<file path="src/rtl/pc_sequencer.sv">
// Program-counter sequencer with sequential advance, branch, and a circular return-address stack.
// One action per cycle: rst > stall > ret > call > branch > sequential; all outputs registered.
module pc_sequencer #(
  parameter int unsigned       WIDTH       = 32,
  parameter int unsigned       STEP        = 4,
  parameter logic [WIDTH-1:0]  RESET_ADDR  = '0,
  parameter int unsigned       STACK_DEPTH = 4,
  localparam int unsigned      CW          = $clog2(STACK_DEPTH + 1),
  localparam int unsigned      PW          = $clog2(STACK_DEPTH)
) (
  input  logic             clk,
  input  logic             rst,
  input  logic             stall,
  input  logic             branch_en,
  input  logic             call_en,
  input  logic             ret_en,
  input  logic [WIDTH-1:0] branch_target,
  output logic [WIDTH-1:0] pc_out,
  output logic [CW-1:0]    stack_count,
  output logic             overflow,
  output logic             underflow
);

  logic [WIDTH-1:0] pc_q, pc_d, pc_inc;
  logic [CW-1:0]    cnt_q, cnt_d;
  logic [PW-1:0]    wp_q, wp_d, wp_inc, wp_dec;
  logic             ovf_q, ovf_d, unf_q, unf_d;
  logic             push;
  logic [WIDTH-1:0] stack_q [STACK_DEPTH];

  assign pc_inc = pc_q + WIDTH'(STEP);
  // wp_q is the next write slot; a full push overwrites the oldest entry naturally.
  assign wp_inc = (wp_q == PW'(STACK_DEPTH - 1)) ? '0 : wp_q + 1'b1;
  assign wp_dec = (wp_q == '0) ? PW'(STACK_DEPTH - 1) : wp_q - 1'b1;

  always_comb begin
    pc_d  = pc_q;
    cnt_d = cnt_q;
    wp_d  = wp_q;
    ovf_d = ovf_q;
    unf_d = unf_q;
    push  = 1'b0;
    if (!stall) begin
      if (ret_en) begin
        if (cnt_q != '0) begin
          pc_d  = stack_q[wp_dec];
          wp_d  = wp_dec;
          cnt_d = cnt_q - 1'b1;
        end else begin
          pc_d  = pc_inc;
          unf_d = 1'b1;
        end
      end else if (call_en) begin
        push = 1'b1;
        pc_d = branch_target;
        wp_d = wp_inc;
        if (cnt_q == CW'(STACK_DEPTH)) begin
          ovf_d = 1'b1;
        end else begin
          cnt_d = cnt_q + 1'b1;
        end
      end else if (branch_en) begin
        pc_d = branch_target;
      end else begin
        pc_d = pc_inc;
      end
    end
  end

  always_ff @(posedge clk) begin
    if (rst) begin
      pc_q  <= RESET_ADDR;
      cnt_q <= '0;
      wp_q  <= '0;
      ovf_q <= 1'b0;
      unf_q <= 1'b0;
    end else begin
      pc_q  <= pc_d;
      cnt_q <= cnt_d;
      wp_q  <= wp_d;
      ovf_q <= ovf_d;
      unf_q <= unf_d;
      if (push) begin
        stack_q[wp_q] <= pc_inc;
      end
    end
  end

  assign pc_out      = pc_q;
  assign stack_count = cnt_q;
  assign overflow    = ovf_q;
  assign underflow   = unf_q;

endmodule
</file>
<file path="config.mk">
export PLATFORM = sky130hd
export DESIGN_NAME = pc_sequencer
export DESIGN_NICKNAME = d
export VERILOG_FILES = /design/src/rtl/pc_sequencer.sv
export SDC_FILE = /design/constraint.sdc
export NUM_CORES = 1
export LEC_CHECK = 0
export BUFFER_PORTS_ARGS = -buffer_cell sky130_fd_sc_hd__buf_2
export CAP_MARGIN = 5
export CORE_MARGIN = 10
export CORE_UTILIZATION = 39
export CTS_CLUSTER_SIZE = 8
export DETAILED_ROUTE_END_ITERATION = 16
export GPL_ROUTABILITY_DRIVEN = 1
export RECOVER_POWER = 100
export SLEW_MARGIN = 20
export SYNTH_ARGS = -nofsm -noshare
export SYNTH_HDL_FRONTEND = slang
export SYNTH_SLANG_ARGS = --single-unit
</file>
<file path="constraint.sdc">
create_clock -name clk -period 6.3 [get_ports clk]
set_clock_uncertainty 0.15 [all_clocks]
set_input_delay 0.63 -clock clk [delete_from_list [all_inputs] [get_ports clk]]
set_output_delay 0.63 -clock clk [all_outputs]
set_load 0.05 [all_outputs]
</file>
======== Yosys cells after proc, flatten, opt, wreduce, memory -nomap -nowiden ========
Memories as Yosys holds them, arrays and structs flattened.
Index checks and enable logic that the tools add are counted.
storage, ports and cells
  register bits ........................... 39
  bits in writable memories ............... 128
  input bits .............................. 38
  memories kept ........................... 1
memories
  name     words  width  rd ports  clocked after memory_dff  write ports  line  text
  stack_q  4      32     1         0                         1            29    logic [WIDTH-1:0] stack_q [STACK_DEPTH];
cells by class
  add/subtract/negate cells ............... 5
  eq/ne operators ......................... 4
  multiplexer cells ....................... 19
  bitwise logic cells ..................... 3
  reductions and logical operators ........ 7
operators with widths
  operator                                                                 count
  32-bit two-way mux                                                       4
  32-bit by 3-bit adder with 32-bit output, second input constant          1
  3-bit two-way mux                                                        4
  2-bit two-way mux                                                        5
  4-bit AND reduction                                                      2
  1-bit two-way mux                                                        6
  3-bit AND reduction                                                      2
  3-bit by 1-bit adder with 3-bit output, second input constant            1
  3-bit equality test, second input constant                               1
  1-bit NOT                                                                3
  3-bit nonzero test                                                       1
  3-bit by 1-bit subtractor with 3-bit output, second input constant       1
  2-bit by 1-bit adder with 2-bit output, second input constant            1
  2-bit equality test, second input constant                               1
  2-bit logical NOT                                                        1
  2-bit by 1-bit inequality test with 1-bit output, second input constant  1
  2-bit inequality test, second input constant                             1
  2-bit nonzero test                                                       1
  2-bit by 1-bit subtractor with 2-bit output, second input constant       1

======== Longest topological paths before layout ========
  depth in word-level cells ............... 6
  depth in mapped cells ................... 9
  gate-level depth less buffers ........... 7

======== Least setup slack after synthesis ========
No wires, ideal clock.
  path kind ............................... register to register
  start ................................... register pc_q[2], in the netlist pc_out[2]
  end ..................................... register pc_q[26], in the netlist pc_out[26]
  arrival ................................. 2.328 ns
  path slack .............................. 3.705 ns
  stages on the path, launching flop included .. 7
  buffers on the path ..................... 0
  clock period less this slack ............ 2.595 ns
  path through ............................ dfxtp_1 -> ha_1 -> and3_1 -> nand4_4 -> or4_1 -> xnor2_2 -> a31o_2
on the way
  cells in the longest elaborated chain, start to end .. 4
ends and longest elaborated chain
  element                                     line  text
  start: declaration                          24    logic [WIDTH-1:0] pc_q, pc_d, pc_inc;
  start signal: assignment                    78    pc_q <= pc_d;
  32-bit by 3-bit adder with 32-bit output *  31    assign pc_inc = pc_q + WIDTH'(STEP);
  via pc_inc[26]                              24
  32-bit two-way mux                          62    end else if (branch_en) begin
  32-bit two-way mux                          53    end else if (call_en) begin
  32-bit two-way mux *                        44    if (ret_en) begin
Mark *: on every way through the listed nets, which the timed path passes. The rest lies on a longest branch.
A chain may end at the register's enable or synchronous reset.

==> flow_metrics.py <==
metrics = {
    "die": {
        "die_h_um": 157,
        "die_area_mm2": 0.0246,
        "initial_core_util": 0.401,
        "placementRows": 49,
        "die_w_um": 157,
        "coreArea_mm2": 0.0182,
        "ios": 75,
    },
    "critical_path": {
        "crit_fanout": 40,
        "critPathKind": "primary input to register",
        "cpPeakStageDelay_ps": 1680,
        "path_cells": "buf_2 -> clkbuf_1 -> inv_1 -> and3_1 -> a221oi_1 -> nor2_1 -> a31o_2",
        "arrival_ps": 4620,
        "end_kind": "register",
        "startpoint": "stall",
        "required_ps": 6470,
        "cp_slowest_cell": "clkbuf_1",
        "r2r_start": "wp_q[0]",
        "critPathLaunchType": "primary input",
    },
    "timing": {
        "final.setup.worst_slack_ps": 1850,
        "max_freq_mhz": 225,
        "final-hold-violation-count": 0,
        "maxSlewHeadroom": -0.610,
        "fin_crit_sh": 0.706,
        "tightest_slew_ps": 2410,
        "setup_viol": 0,
        "rsz0062_at_grt": "no",
        "fin_tns_setup_ps": 0,
        "slew_viol_final": 228,
        "fin_crit_ps": 4450,
    },
    "synthesis": {
        "yosysWarnings": 0,
        "seq_area_frac_synth": 0.633,
        "synth.area.top_cells": "edfxtp_1 53%, dfxtp_1 11%, mux4_2 9.9%, a221oi_1 3.0%, and3_1 2.3%",
        "netlist_instances": 501,
        "synth_fp_nets": 545,
        "synthArstFlopShare": 0,
        "synth_top_flop_cell": "edfxtp_1",
        "synth_area_per_cell_um2": 14.6,
        "synth_top_area_share": 0.526,
        "ys_seq_elements": 167,
        "synth_cell_types": 48,
        "synth_edf_count": 128,
        "yosysTopAreaCell": "edfxtp_1",
        "syn_area_mm2": 0.00731,
    },
    "global_routing": {
        "grt_start_max_net_pins": 42,
        "overflow": 0,
        "grt_pass1_vias": 4930,
        "groute.usage.overall": 0.158,
        "grt_pass1_wl_mm": 29.4,
        "antenna_found_initial": 0,
    },
    "placed_design": {
        "io_buffers": 74,
        "dp_slack_ps": 3120,
        "dp.final_hpwl_mm": 11.1,
        "gp_congestion": 0.781,
    },
    "cts": {
        "clock_path_buffers": 2,
        "ctsHoldBuffers": 0,
        "cts_buffers": 17,
        "cts_root_buffer": "clkbuf_16",
        "htree_levels": 4,
        "cts_resized": 0,
        "clock_latency_ps": 430,
        "clk_pin_slew_worst_paths_ps": 60,
        "tritoncts": "yes",
        "cts_setup_buffers": 0,
        "cts.sinks": 167,
    },
    "layout": {
        "regArea_mm2": 0.00462,
        "drive_above_1_share": 0.208,
        "fill_cells": 1587,
        "fin_util": 0.461,
        "multiInputGateArea_mm2": 0.00243,
        "area_growth_pct": 14.9,
        "final_nets": 612,
        "diodes": 0,
    },
    "power_and_ir_drop": {
        "power_density_mw_per_mm2": 333,
        "leakagePower_nw": 2.86,
        "irDropWorstVdd_v": 0.000219,
    },
    "outcome": {
        "violations": "max-capacitance violations, max-slew violations",
        "status": "finished with violations",
    },
    "route": {
        "firstDrtPassIters": 4,
        "routedWlPerCell_um": 23.7,
        "viasPerCell": 5.88,
        "vias": 4765,
        "drc": 0,
        "first_iter_violations": 338,
        "postRouteAntennaNets": 0,
        "routed_wl_mm": 19.2,
    },
    "worst_hold_path": {
        "worstHoldStart": "overflow",
        "min_path_type": "register to register",
    },
    "job": {
        "drv_cap": 7,
    },
}
Yosys cell counts, types with 2 or more instances:
cell	number
a211oi_1	4
a21oi_1	8
a221oi_1	25
a22oi_1	10
a31o_1	4
a31o_2	14
and2_1	4
and3_1	27
and4_1	2
buf_2	5
buf_4	5
clkbuf_1	24
dfxtp_1	39
edfxtp_1	128
ha_1	5
inv_1	12
mux4_2	32
nand2_1	19
nand3_1	10
nand4_1	6
nand4_4	2
nor2_1	38
nor2b_1	3
nor3_1	11
nor4_1	3
o21ai_0	7
or4_1	2
or4_4	2
xnor2_1	16
xnor2_2	3
xor2_1	14
sequential cells by signal, indices dropped and copies added (netlist names):
name,count
stack_q,128
pc_out,32
wp_q,2
stack_count,3
underflow,1
overflow,1
critical path, delay by kind of cell:
kind,cells,cell delay (ps)
simple gates,2,520
buf+inv,3,2980
compound gates,2,450
cells by family (layout without fill, tap and decap cells):
| group | count (synthesis) | after routing | synth area share |
|---|---|---|---|
| DFF | 167 | 167 | 0.633 |
| and+or+nand+nor | 133 | 133 | 0.0983 |
| AOI/OAI and AO/OA | 82 | 82 | 0.0879 |
| buffers and inverters | 48 | 128 | 0.0283 |
| xor gates and xnor gates | 33 | 33 | 0.0426 |
| muxes | 32 | 32 | 0.0986 |
| adders and majority gates | 6 | 6 | 0.0113 |
power breakdown:
group	internal (mW)	switching, mW
Combinational	0.132	0.267
Clock	0.703	0.418
Sequential	1.23	0.0439
cell type report:
class                      instances  share of cell area
sequential                       167               0.551
multi-input combinational        286               0.290
clock buffer                      20              0.0520
timing repair buffer              84              0.0444
tap                              229              0.0341
clock inverter                    12              0.0236
inverter                          12             0.00537
cells in the final DEF (no fill, tap or decap), types with 17 or more instances in the layout:
cell type,n
edfxtp_1,128
clkbuf_1,47
dfxtp_1,39
nor2_1,38
buf_2,37
mux4_2,32
and3_1,27
a221oi_1,25
nand2_1,19
xnor2_1,19
clkbuf_16,17
final timing paths:
path | slack (ps) | depth (start not counted) | to
worst max register to register | 1930 | 8 | pc_out[30]
worst max-delay path | 1850 | 7 | pc_out[16]
worst min register to register | 320 | 2 | overflow
worst min-delay path | 320 | 2 | overflow
metrics by stage:
step	hold slack, ps	instances	cell area [um^2]	total power, mW
2_1_floorplan	334	501	7310	1.58
3_3_place_gp	305	778	7890	1.70
3_5_place_dp	318	778	7890	1.71
4_1_cts	327	810	8530	2.83
5_1_grt	367	810	8390	2.90
6_report	323	810	8390	2.80
routing by layer:
layer	share of wire	vias to the layer above	track usage
li1	-	2105	-
met1	0.44	2481	0.199
met2	0.48	150	0.261
met3	0.058	29	0.0395
met4	0.020	0	0.0553
met5	0	-	0
Note: power is estimated with default switching activity, not from simulation.
